$ cat config.mk
export PLATFORM = sky130hd
export DESIGN_NAME = edge_event_arbiter
export DESIGN_NICKNAME = d
export VERILOG_FILES = /design/src/rtl/edge_event_arbiter.sv
export SDC_FILE = /design/constraint.sdc
export NUM_CORES = 1
export LEC_CHECK = 0
export BUFFER_PORTS_ARGS = -buffer_cell sky130_fd_sc_hd__buf_2
export CAP_MARGIN = 20
export CORE_UTILIZATION = 40
export CTS_CLUSTER_DIAMETER = 80
export CTS_CLUSTER_SIZE = 40
export DETAILED_ROUTE_END_ITERATION = 6
export PLACE_DENSITY = 0.6
export RECOVER_POWER = 100
export SLEW_MARGIN = 5
export SYNTH_ARGS = -nofsm -noshare
export SYNTH_HDL_FRONTEND = slang
export SYNTH_SLANG_ARGS = --single-unit
export TNS_END_PERCENT = 5
$ cat constraint.sdc
create_clock -name clk -period 2.6 [get_ports clk]
set_input_delay 0 -clock clk [delete_from_list [all_inputs] [get_ports clk]]
set_output_delay 0 -clock clk [all_outputs]
set_load 0.005 [all_outputs]
$ cat src/rtl/edge_event_arbiter.sv
// rtl/edge_event_arbiter.sv - per-channel synchronized edge counters serialized onto one round-robin event port
// Optional build macro: EDGE_EVENT_ARB_BOTH_EDGES_EN (falling edges also count as events).
module edge_event_arbiter #(
    parameter int CHANNELS  = 4,
    parameter int PENDING_W = 4,
    parameter int CHAN_W    = $clog2(CHANNELS)
) (
    input  logic                clk,
    input  logic                reset,
    input  logic [CHANNELS-1:0] in,
    input  logic [CHANNELS-1:0] clear_overflow,
    output logic                evt_valid,
    output logic [CHAN_W-1:0]   evt_chan,
    input  logic                evt_ready,
    output logic                pending_any,
    output logic [CHANNELS-1:0] overflow
);
    typedef enum logic {IDLE, OFFER} state_t;

    state_t               state, state_n;
    logic [2:0]           hist  [CHANNELS];
    logic [PENDING_W-1:0] cnt   [CHANNELS];
    logic [PENDING_W-1:0] cnt_n [CHANNELS];
    logic [CHANNELS-1:0]  edge_det, dec, ovf_set;
    logic [CHAN_W-1:0]    last_grant, last_grant_n, evt_chan_n;
    logic                 accept, any_n, found;
    int                   idx;

    assign evt_valid = (state == OFFER);
    assign accept    = evt_valid && evt_ready;

    always_comb begin
        edge_det = '0;
        for (int i = 0; i < CHANNELS; i++) begin
`ifdef EDGE_EVENT_ARB_BOTH_EDGES_EN
            edge_det[i] = (hist[i] == 3'b001) || (hist[i] == 3'b110);
`else
            edge_det[i] = (hist[i] == 3'b001);
`endif
        end
    end

    // An edge and an accept on the same channel cancel; a lost edge marks overflow.
    always_comb begin
        dec     = '0;
        ovf_set = '0;
        any_n   = 1'b0;
        for (int i = 0; i < CHANNELS; i++) begin
            dec[i]   = accept && (evt_chan == CHAN_W'(i));
            cnt_n[i] = cnt[i];
            if (edge_det[i] && !dec[i]) begin
                if (cnt[i] == {PENDING_W{1'b1}})
                    ovf_set[i] = 1'b1;
                else
                    cnt_n[i] = cnt[i] + 1'b1;
            end else if (dec[i] && !edge_det[i]) begin
                cnt_n[i] = cnt[i] - 1'b1;
            end
            any_n = any_n | (cnt_n[i] != '0);
        end
    end

    always_ff @(posedge clk or posedge reset) begin
        if (reset) begin
            pending_any <= 1'b0;
            overflow    <= '0;
            for (int i = 0; i < CHANNELS; i++) begin
                hist[i] <= '0;
                cnt[i]  <= '0;
            end
        end else begin
            pending_any <= any_n;
            overflow    <= ovf_set | (overflow & ~clear_overflow);
            for (int i = 0; i < CHANNELS; i++) begin
                hist[i] <= {hist[i][1:0], in[i]};
                cnt[i]  <= cnt_n[i];
            end
        end
    end

    // Scan starts just after the last granted channel, giving rotating priority.
    always_comb begin
        state_n      = state;
        evt_chan_n   = evt_chan;
        last_grant_n = last_grant;
        found        = 1'b0;
        idx          = 0;
        case (state)
            IDLE: begin
                for (int off = 1; off <= CHANNELS; off++) begin
                    idx = int'(last_grant) + off;
                    if (idx >= CHANNELS)
                        idx = idx - CHANNELS;
                    if (!found && (cnt[idx] != '0)) begin
                        found      = 1'b1;
                        evt_chan_n = CHAN_W'(idx);
                        state_n    = OFFER;
                    end
                end
            end
            OFFER: begin
                if (evt_ready) begin
                    state_n      = IDLE;
                    last_grant_n = evt_chan;
                end
            end
            default: state_n = IDLE;
        endcase
    end

    always_ff @(posedge clk or posedge reset) begin
        if (reset) begin
            state      <= IDLE;
            evt_chan   <= '0;
            last_grant <= CHAN_W'(CHANNELS - 1);
        end else begin
            state      <= state_n;
            evt_chan   <= evt_chan_n;
            last_grant <= last_grant_n;
        end
    end
endmodule

==> impl_metrics.ini, run 1 <==
[outcome]
status = finished, final reports clean

[logic_synthesis]
seq_area_frac_synth = 0.439
synth_top_area_frac = 0.415
postSynthAreaPerCell_sq_um = 9.53
ys_warn_count = 0
synth_cell_type_count = 51
syn_area_sq_um = 2170
yosys.area.top_type = dfrtp_1
ys_ff_latch = 38
synthFlopType = dfrtp_1
synth_edf_count = 0
synthTopCellsByArea = dfrtp_1 41%, nor2_1 4.7%, ha_1 4.6%
syn-instance-count = 228
async_reset_ff_frac = 1.00
synth_fp_nets = 247

[detailed_routing]
dr_total_vias = 1819
drt-total-wl_mm = 4.57
ant_nets = 0
via_per_inst = 5.45
wl_per_cell_microns = 13.7
drt_iter0_drc = 170
post-route-drc-count = 0
drtPass1Iterations = 4

[clock_network]
clock_latency_ns = 0.28
cts_num_sinks = 38
postCtsSetupBuffers = 0
cts_resized = 0
clockBufferDepth = 2
cts-buffers-inserted = 5
path_clk_slew_ns = 0.07
cts-root-buf = clkbuf_8
cts_tree = yes
hold_buffers = 9
htreeDepth = 2

[power]
power_density_nw_per_um2 = 959
fin_total_pwr_mw = 2.43
p_leak_nw = 1.10
ir_drop_mv = 0.473

[layout]
final_layout_size_suffix_gt1_frac = 0.140
seq_area_sq_um = 953
post-route-util = 0.490
multi_input_area_sq_um = 1130
diodes = 0
fillers = 486
nNetsFinal = 282
syn2layout_area_growth_pct = 16.5

[setup_path]
cp.arrival_ns = 2.54
cp-start-kind = flip-flop
critPathRequiredTime_ns = 2.76
path_class = reg2reg
r2r_start = hist[7]
endpoint_kind = flip-flop
crit_path_start = hist[7]
crit_fanout = 7

[timing]
slew_violations = 0
hold_ws_ns = 0.155
worst_pin_slew_ns = 1.27
fin_crit_ns = 2.38
tns_ns = 0
hold_viol = 0
fin_skew_ns = 0.00444
rsz0062_at_grt = false
fmax_ghz = 0.421
setup_ws_ns = 0.222
period_share = 0.915
slew-limit-headroom = 0.156
setup_viol = 0

[floorplanning]
die_h_microns = 75.7
start_util = 0.420
core_sq_um = 5170
die_width_microns = 75.7
pin_count = 19
die_area_sq_um = 5730
core.rowCount = 26

[global_route]
grtUsageTotal = 0.174
grtUsageMet3 = 0.0410
met2_usage = 0.270
overflow = 0
grt_start_max_net_pins = 25
antenna_found_initial = 0
grt_busiest_layer = met2
use_met1 = 0.240
grt_pass1_vias = 1579
grt_pass1_wl_mm = 7.32

[place]
numPortBuffers = 18
dpl.hpwl_mm = 3.35
gp_congestion = 0.791
pre_cts_ws_ns = 0.216

[min_path]
min_path_type = in2reg
worstHoldStart = evt_ready

[run]
cap_violations = 0
-- metrics by stage --
step           cell area, sq um  cells
2_1_floorplan              2170    228
3_3_place_gp               2360    317
3_5_place_dp               2360    317
4_1_cts                    2540    334
5_1_grt                    2530    334
6_report                   2530    334
-- kinds of logic after synthesis --
group,Yosys count,share of synthesized area
compound gates,57,0.189
xor+xnor,3,0.0121
fa+ha+maj,8,0.0461
buf+inv,22,0.0426
flops,38,0.439
mux,4,0.0201
simple gates,96,0.251
-- final timing paths --
path	to	slack (ns)	cells after the start
worst max-delay path	pending_any	0.22	6
worst min-delay path	evt_valid	0.16	3
worst max register to register	pending_any	0.22	6
worst min register to register	hist[1]	0.38	0
max in group asynchronous	cnt[9]	0.72	4
min in group asynchronous	hist[4]	0.31	3
-- synthesized netlist by cell type (3+ instances only) --
master / count
nand3_1: 10
nand4b_1: 4
o21ai_0: 7
or3_1: 3
a21oi_1: 16
ha_1: 8
xnor2_1: 3
nor3_1: 9
mux2_2: 3
a211oi_1: 3
o32ai_1: 4
nand2_1: 11
dfrtp_1: 36
nor4_1: 5
nor3b_1: 4
inv_1: 19
or4_1: 3
nor2_1: 27
a221oi_1: 6
nand4_1: 3
-- where the power goes --
group,leakage (nW),internal [mW],switching [mW],total [mW]
clock,0.0482,0.214,0.209,0.423
combinational,0.608,0.465,0.488,0.953
sequential,0.445,0.772,0.281,1.05
-- flip-flops by register name, summed over array words and instances, names as in the netlist --
| signal | flops |
|---|---|
| overflow | 4 |
| evt_chan | 2 |
| pending_any | 1 |
| cnt | 16 |
| hist | 12 |
| evt_valid | 1 |
| last_grant | 2 |
-- placed cells by master, fill, tap and decap left out, drive strengths merged, types with 3 or more instances in the layout --
| cell type | n |
|---|---|
| nor2 | 27 |
| nand3 | 10 |
| a221oi | 6 |
| nand4b | 4 |
| o21ai | 7 |
| nand2 | 11 |
| dlygate4sd3 | 9 |
| nor3b | 4 |
| ha | 8 |
| dfrtp | 36 |
| a2bb2oi | 3 |
| o32ai | 4 |
| buf | 18 |
| inv | 19 |
| xnor2 | 3 |
| a21oi | 16 |
| nand4 | 3 |
| a211oi | 4 |
| nor4 | 5 |
| or4 | 3 |
| clkbuf | 11 |
| mux2 | 3 |
| and2 | 3 |
| nor3 | 9 |
| or3b | 4 |
| or3 | 4 |
-- final cells by class --
type	instances	share of cell area
multi-input cells	168	0.445
flip-flops and latches	38	0.376
repair buffers	31	0.0800
well taps	70	0.0346
clock buffers	7	0.0341
inverters	19	0.0282
clock inverters	1	0.00198
-- critical path, stage by stage (launching register included) --
cell	delay, ns
dfrtp_1	0.39
or3b_1	0.50
and4_2	0.28
or3_4	0.37
a2bb2oi_2	0.13
nand4_1	0.09
or4_1	0.50
-- layer usage --
| layer | part of all wire | up-vias |
|---|---|---|
| li1 | - | 924 |
| met1 | 0.51 | 862 |
| met2 | 0.46 | 29 |
| met3 | 0.026 | 4 |
| met4 | 0.0096 | 0 |
| met5 | 0 | - |
Power figures use the tool's default switching activity.
==> run 2, diff against run 1 <==
--- a/config.mk
+++ b/config.mk
@@ -11,7 +11,7 @@
 export CTS_CLUSTER_DIAMETER = 80
 export CTS_CLUSTER_SIZE = 40
 export DETAILED_ROUTE_END_ITERATION = 6
-export PLACE_DENSITY = 0.6
+export MAX_ROUTING_LAYER = met4
 export RECOVER_POWER = 100
 export SLEW_MARGIN = 5
 export SYNTH_ARGS = -nofsm -noshare
==> impl_metrics.ini, run 2 (same netlist as run 1, synthesis figures left out) <==
[detailed_routing]
drt-total-wl_mm = 4.58
ant_nets = 0
drtPass1Iterations = 4
drt_iter0_drc = 174
via_per_inst = 5.43
post-route-drc-count = 0
dr_total_vias = 1814
wl_per_cell_microns = 13.7

[timing]
fin_skew_ns = 0.00448
fin_crit_ns = 2.38
slew-limit-headroom = 0.121
setup_viol = 0
slew_violations = 0
fmax_ghz = 0.421
period_share = 0.914
tns_ns = 0
rsz0062_at_grt = false
hold_viol = 0
worst_pin_slew_ns = 1.32

[clock_network]
path_clk_slew_ns = 0.07
cts-root-buf = clkbuf_8
cts_tree = yes
clockBufferDepth = 2
htreeDepth = 2
cts-buffers-inserted = 5
clock_latency_ns = 0.28
cts_resized = 0
cts_num_sinks = 38

[global_route]
antenna_found_initial = 0
grtUsageTotal = 0.179
grt_pass1_wl_mm = 7.32
grt_pass1_vias = 1576
overflow = 0
grt_start_max_net_pins = 25

[layout]
largestRegisters = cnt x16, hist x12, overflow x4
regMostFlops = cnt
mostFrequentLayoutCell = dfrtp_1
seq_area_sq_um = 953
syn2layout_area_growth_pct = 16.5
post-route-util = 0.490
final_cell_area_sq_um = 2530
largest_register_ffs = 16
diodes = 0
final_layout_size_suffix_gt1_frac = 0.140
multi_input_area_sq_um = 1130
nNetsFinal = 282
layout_common_cells = 36 x dfrtp_1, 27 x nor2_1, 19 x inv_1
fillers = 486

[setup_path]
cp.arrival_ns = 2.53
path_class = reg2reg
endpoint_kind = flip-flop
cp-start-kind = flip-flop
critPathRequiredTime_ns = 2.76
crit_fanout = 14

[floorplanning]
core_sq_um = 5170
start_util = 0.420
die_area_sq_um = 5730
core.rowCount = 26
pin_count = 19
die_width_microns = 75.7
die_h_microns = 75.7

[power]
p_leak_nw = 1.10
ir_drop_mv = 0.472
fin_total_pwr_mw = 2.43
power_density_nw_per_um2 = 959

[place]
dpl.hpwl_mm = 3.35
gp_congestion = 0.802
numPortBuffers = 18
dpl_cell_area_sq_um = 2360

[run]
cap_violations = 0

[outcome]
status = finished, final reports clean

[min_path]
min_path_type = in2reg
run 2: final timing paths:
check | start | to | slack, ns | depth (start not counted)
min in group asynchronous | reset | hist[4] | 0.31 | 3
max in group asynchronous | reset | cnt[9] | 0.67 | 4
hold reg to reg | hist[0] | hist[1] | 0.38 | 0
setup reg to reg | evt_valid | pending_any | 0.22 | 6
hold / removal | evt_ready | evt_valid | 0.16 | 3
setup / recovery | evt_valid | pending_any | 0.22 | 6
run 2: metal layers:
| metal | track usage | share of wire | vias to the layer above | routed length (microns) |
|---|---|---|---|---|
| li1 | - | - | 925 | - |
| met1 | 0.242 | 0.51 | 856 | 2340 |
| met2 | 0.269 | 0.45 | 29 | 2080 |
| met3 | 0.0410 | 0.024 | 4 | 109 |
| met4 | 0.0535 | 0.0096 | 0 | 44 |
| met5 | - | 0 | - | 0 |
run 2: metrics by stage:
step                      worst slack, ns  std cells  hold WS (ns)
after CTS                           0.200        334         0.144
after floorplan                     0.387        228        0.0314
after global placement              0.228        317        0.0855
after global routing               0.0245        334         0.172
after detailed placement            0.216        317        0.0882
final                               0.223        334         0.158
run 2: worst max-delay path: stages (launching register included):
cell	delay, ns
dfrtp_1	0.55
and4b_1	0.40
nor2_1	0.08
a221oi_1	0.46
o22a_1	0.19
nand4_1	0.08
or4_1	0.50
run 2: what timing repair did:
| action | 4_1_cts | 5_1_grt |
|---|---|---|
| hold buffers | 9 | 0 |
| buffers inserted | 0 | 0 |
| endpoints found under the hold margin | 22 | 0 |
| endpoints found under the setup margin | 0 | 0 |
run 2: layout make-up:
cell class                      instances  area share
Clock buffer                            7      0.0341
Multi-Input combinational cell        168       0.445
Clock inverter                          1     0.00198
Sequential cell                        38       0.376
Inverter                               19      0.0282
Tap cell                               70      0.0346
Timing Repair Buffer                   31      0.0800
run 2: power breakdown:
group	internal, mW	leakage [nW]	switching, mW	total, mW
sequential	0.772	0.445	0.281	1.05
clock	0.214	0.0482	0.208	0.422
combinational	0.465	0.608	0.489	0.953
total	1.45	1.10	0.977	2.43
==> run 3, diff against run 2 <==
--- a/config.mk
+++ b/config.mk
@@ -5,9 +5,11 @@
 export SDC_FILE = /design/constraint.sdc
 export NUM_CORES = 1
 export LEC_CHECK = 0
+export ABC_AREA = 1
 export BUFFER_PORTS_ARGS = -buffer_cell sky130_fd_sc_hd__buf_2
 export CAP_MARGIN = 20
 export CORE_UTILIZATION = 40
+export CTS_BUF_LIST = sky130_fd_sc_hd__clkbuf_16
 export CTS_CLUSTER_DIAMETER = 80
 export CTS_CLUSTER_SIZE = 40
 export DETAILED_ROUTE_END_ITERATION = 6
==> impl_metrics.ini, run 3 <==
[outcome]
status = finished, final reports clean

[setup_path]
critPathSlowestCell = dfstp_1
worstPathCellList = inv_2 > nand2_1 > nand2_1 > nor2_1 > nand3_1 > nand2_2 > nand4_1 > nand2_1 > inv_1 > nand3_1 > nand2_1
path_class = reg2reg
crit_path_max_incr_delay_ns = 0.83
critPathBufInv = 2
endpoint_kind = flip-flop
cp-start-kind = flip-flop
cp_common_cell = nand2_1
cp.arrival_ns = 2.27
crit_fanout = 17
critPathRequiredTime_ns = 2.77
crit_family = simple AND/OR/NAND/NOR gates

[timing]
slew_violations = 0
setup_viol = 0
period_share = 0.808
setup_ws_ns = 0.498
hold_ws_ns = 0.366
fin_crit_ns = 2.10
tns_ns = 0
slew-limit-headroom = 0.248
rsz0062_at_grt = false
hold_viol = 0
worst_pin_slew_ns = 1.13
fmax_ghz = 0.476
fin_skew_ns = 0.00228

[power]
fin_total_pwr_mw = 3.11
ir_drop_mv = 0.443
p_leak_nw = 1.52
power_density_nw_per_um2 = 1110

[layout]
regMostFlops = cnt
largestRegisters = cnt x16, hist x12, overflow x4
largest_register_ffs = 16
seq_area_sq_um = 953
syn2layout_area_growth_pct = 14.0
mostFrequentLayoutCell = nand2_1
layout_common_cells = 112 x nand2_1, 58 x inv_1, 45 x nand3_1
diodes = 0
layout.cells.non_filler = 465
final_cell_area_sq_um = 2810
final_layout_size_suffix_gt1_frac = 0.0641
fillers = 574
nNetsFinal = 408
multi_input_area_sq_um = 1210
post-route-util = 0.474

[clock_network]
cts_num_sinks = 38
postCtsSetupBuffers = 0
hold_buffers = 10
cts_resized = 0
cts-buffers-inserted = 5
clock_latency_ns = 0.28
path_clk_slew_ns = 0.06
clockBufferDepth = 2
htreeDepth = 2
cts-root-buf = clkbuf_16
cts_tree = yes

[logic_synthesis]
synth_top_area_frac = 0.366
ys_warn_count = 0
synth-simple-area-share = 0.363
synth-compound-area-share = 0.0660
yosys.area.top_type = dfrtp_1
seq_area_frac_synth = 0.387
syn_area_sq_um = 2460
synthTopCellsByCount = 110 x nand2_1, 56 x inv_1, 44 x nand3_1
synthMuxAreaShare = 0
synth_top_family_by_area = simple AND/OR/NAND/NOR gates
synth.most_common_cell = nand2_1
synthFlopType = dfrtp_1
synth_edf_count = 0
postSynthAreaPerCell_sq_um = 6.84
ys_ff_latch = 38
yosys.area_share.adder = 0.0406
synth_cell_type_count = 27
syn-instance-count = 360
synthTopCellsByArea = dfrtp_1 37%, nand2_1 17%, nand3_1 8.9%
synth_xor_xnor_area_share = 0.0356
synth_fp_nets = 379
async_reset_ff_frac = 1.00

[floorplanning]
die_h_microns = 80.5
core.rowCount = 28
core_sq_um = 5920
die_width_microns = 80.5
pin_count = 19
die_area_sq_um = 6480
start_util = 0.416

[detailed_routing]
via_per_inst = 4.75
drtPass1Iterations = 5
wl_per_cell_microns = 11.1
drt-total-wl_mm = 5.16
drt_iter0_drc = 98
dr_total_vias = 2209
ant_nets = 0
post-route-drc-count = 0

[min_path]
min_path_type = in2reg

[global_route]
grt_start_max_net_pins = 21
grtUsageTotal = 0.182
grt_pass1_vias = 2067
overflow = 0
grt_pass1_wl_mm = 8.83
antenna_found_initial = 0

[place]
pre_cts_ws_ns = 0.711
placed_cells = 447
dpl_cell_area_sq_um = 2610
numPortBuffers = 18
gp_congestion = 0.942
dpl.hpwl_mm = 3.92

[run]
cap_violations = 0
run 3: worst paths after layout:
check                      slack (ns)           to  depth (start not counted)          start
hold reg to reg                  0.37      hist[7]                          0        hist[6]
setup reg to reg                 0.50  evt_chan[0]                         11  last_grant[0]
hold / removal                   0.37      hist[6]                          2          in[1]
setup / recovery                 0.50  evt_chan[0]                         11  last_grant[0]
max in group asynchronous        0.74  overflow[3]                          4          reset
min in group asynchronous        0.39      hist[6]                          3          reset
run 3: final cells by class:
class                           instances  area share
Timing Repair Buffer                   29      0.0673
Multi-Input combinational cell        256       0.432
Clock buffer                            5      0.0445
Clock inverter                          3     0.00445
Inverter                               59      0.0788
Tap cell                               75      0.0334
Sequential cell                        38       0.339
run 3: cell families after synthesis:
family,count (synthesis)
AOI/OAI and AO/OA,31
xor gates and xnor gates,10
adders and majority gates,8
buffers and inverters,66
DFF,38
and+or+nand+nor,207
run 3: where the power goes:
| part | total, mW | switching [mW] | internal (mW) |
|---|---|---|---|
| Sequential | 1.03 | 0.255 | 0.773 |
| Combinational | 1.51 | 0.963 | 0.543 |
| Clock | 0.574 | 0.227 | 0.346 |
run 3: routing by layer:
| layer | vias up | global-route usage | share of wire |
|---|---|---|---|
| met5 | - | - | 0 |
| met4 | 0 | 0.0607 | 0.0052 |
| met3 | 2 | 0.0398 | 0.038 |
| met2 | 41 | 0.286 | 0.46 |
| met1 | 986 | 0.233 | 0.50 |
| li1 | 1180 | - | - |
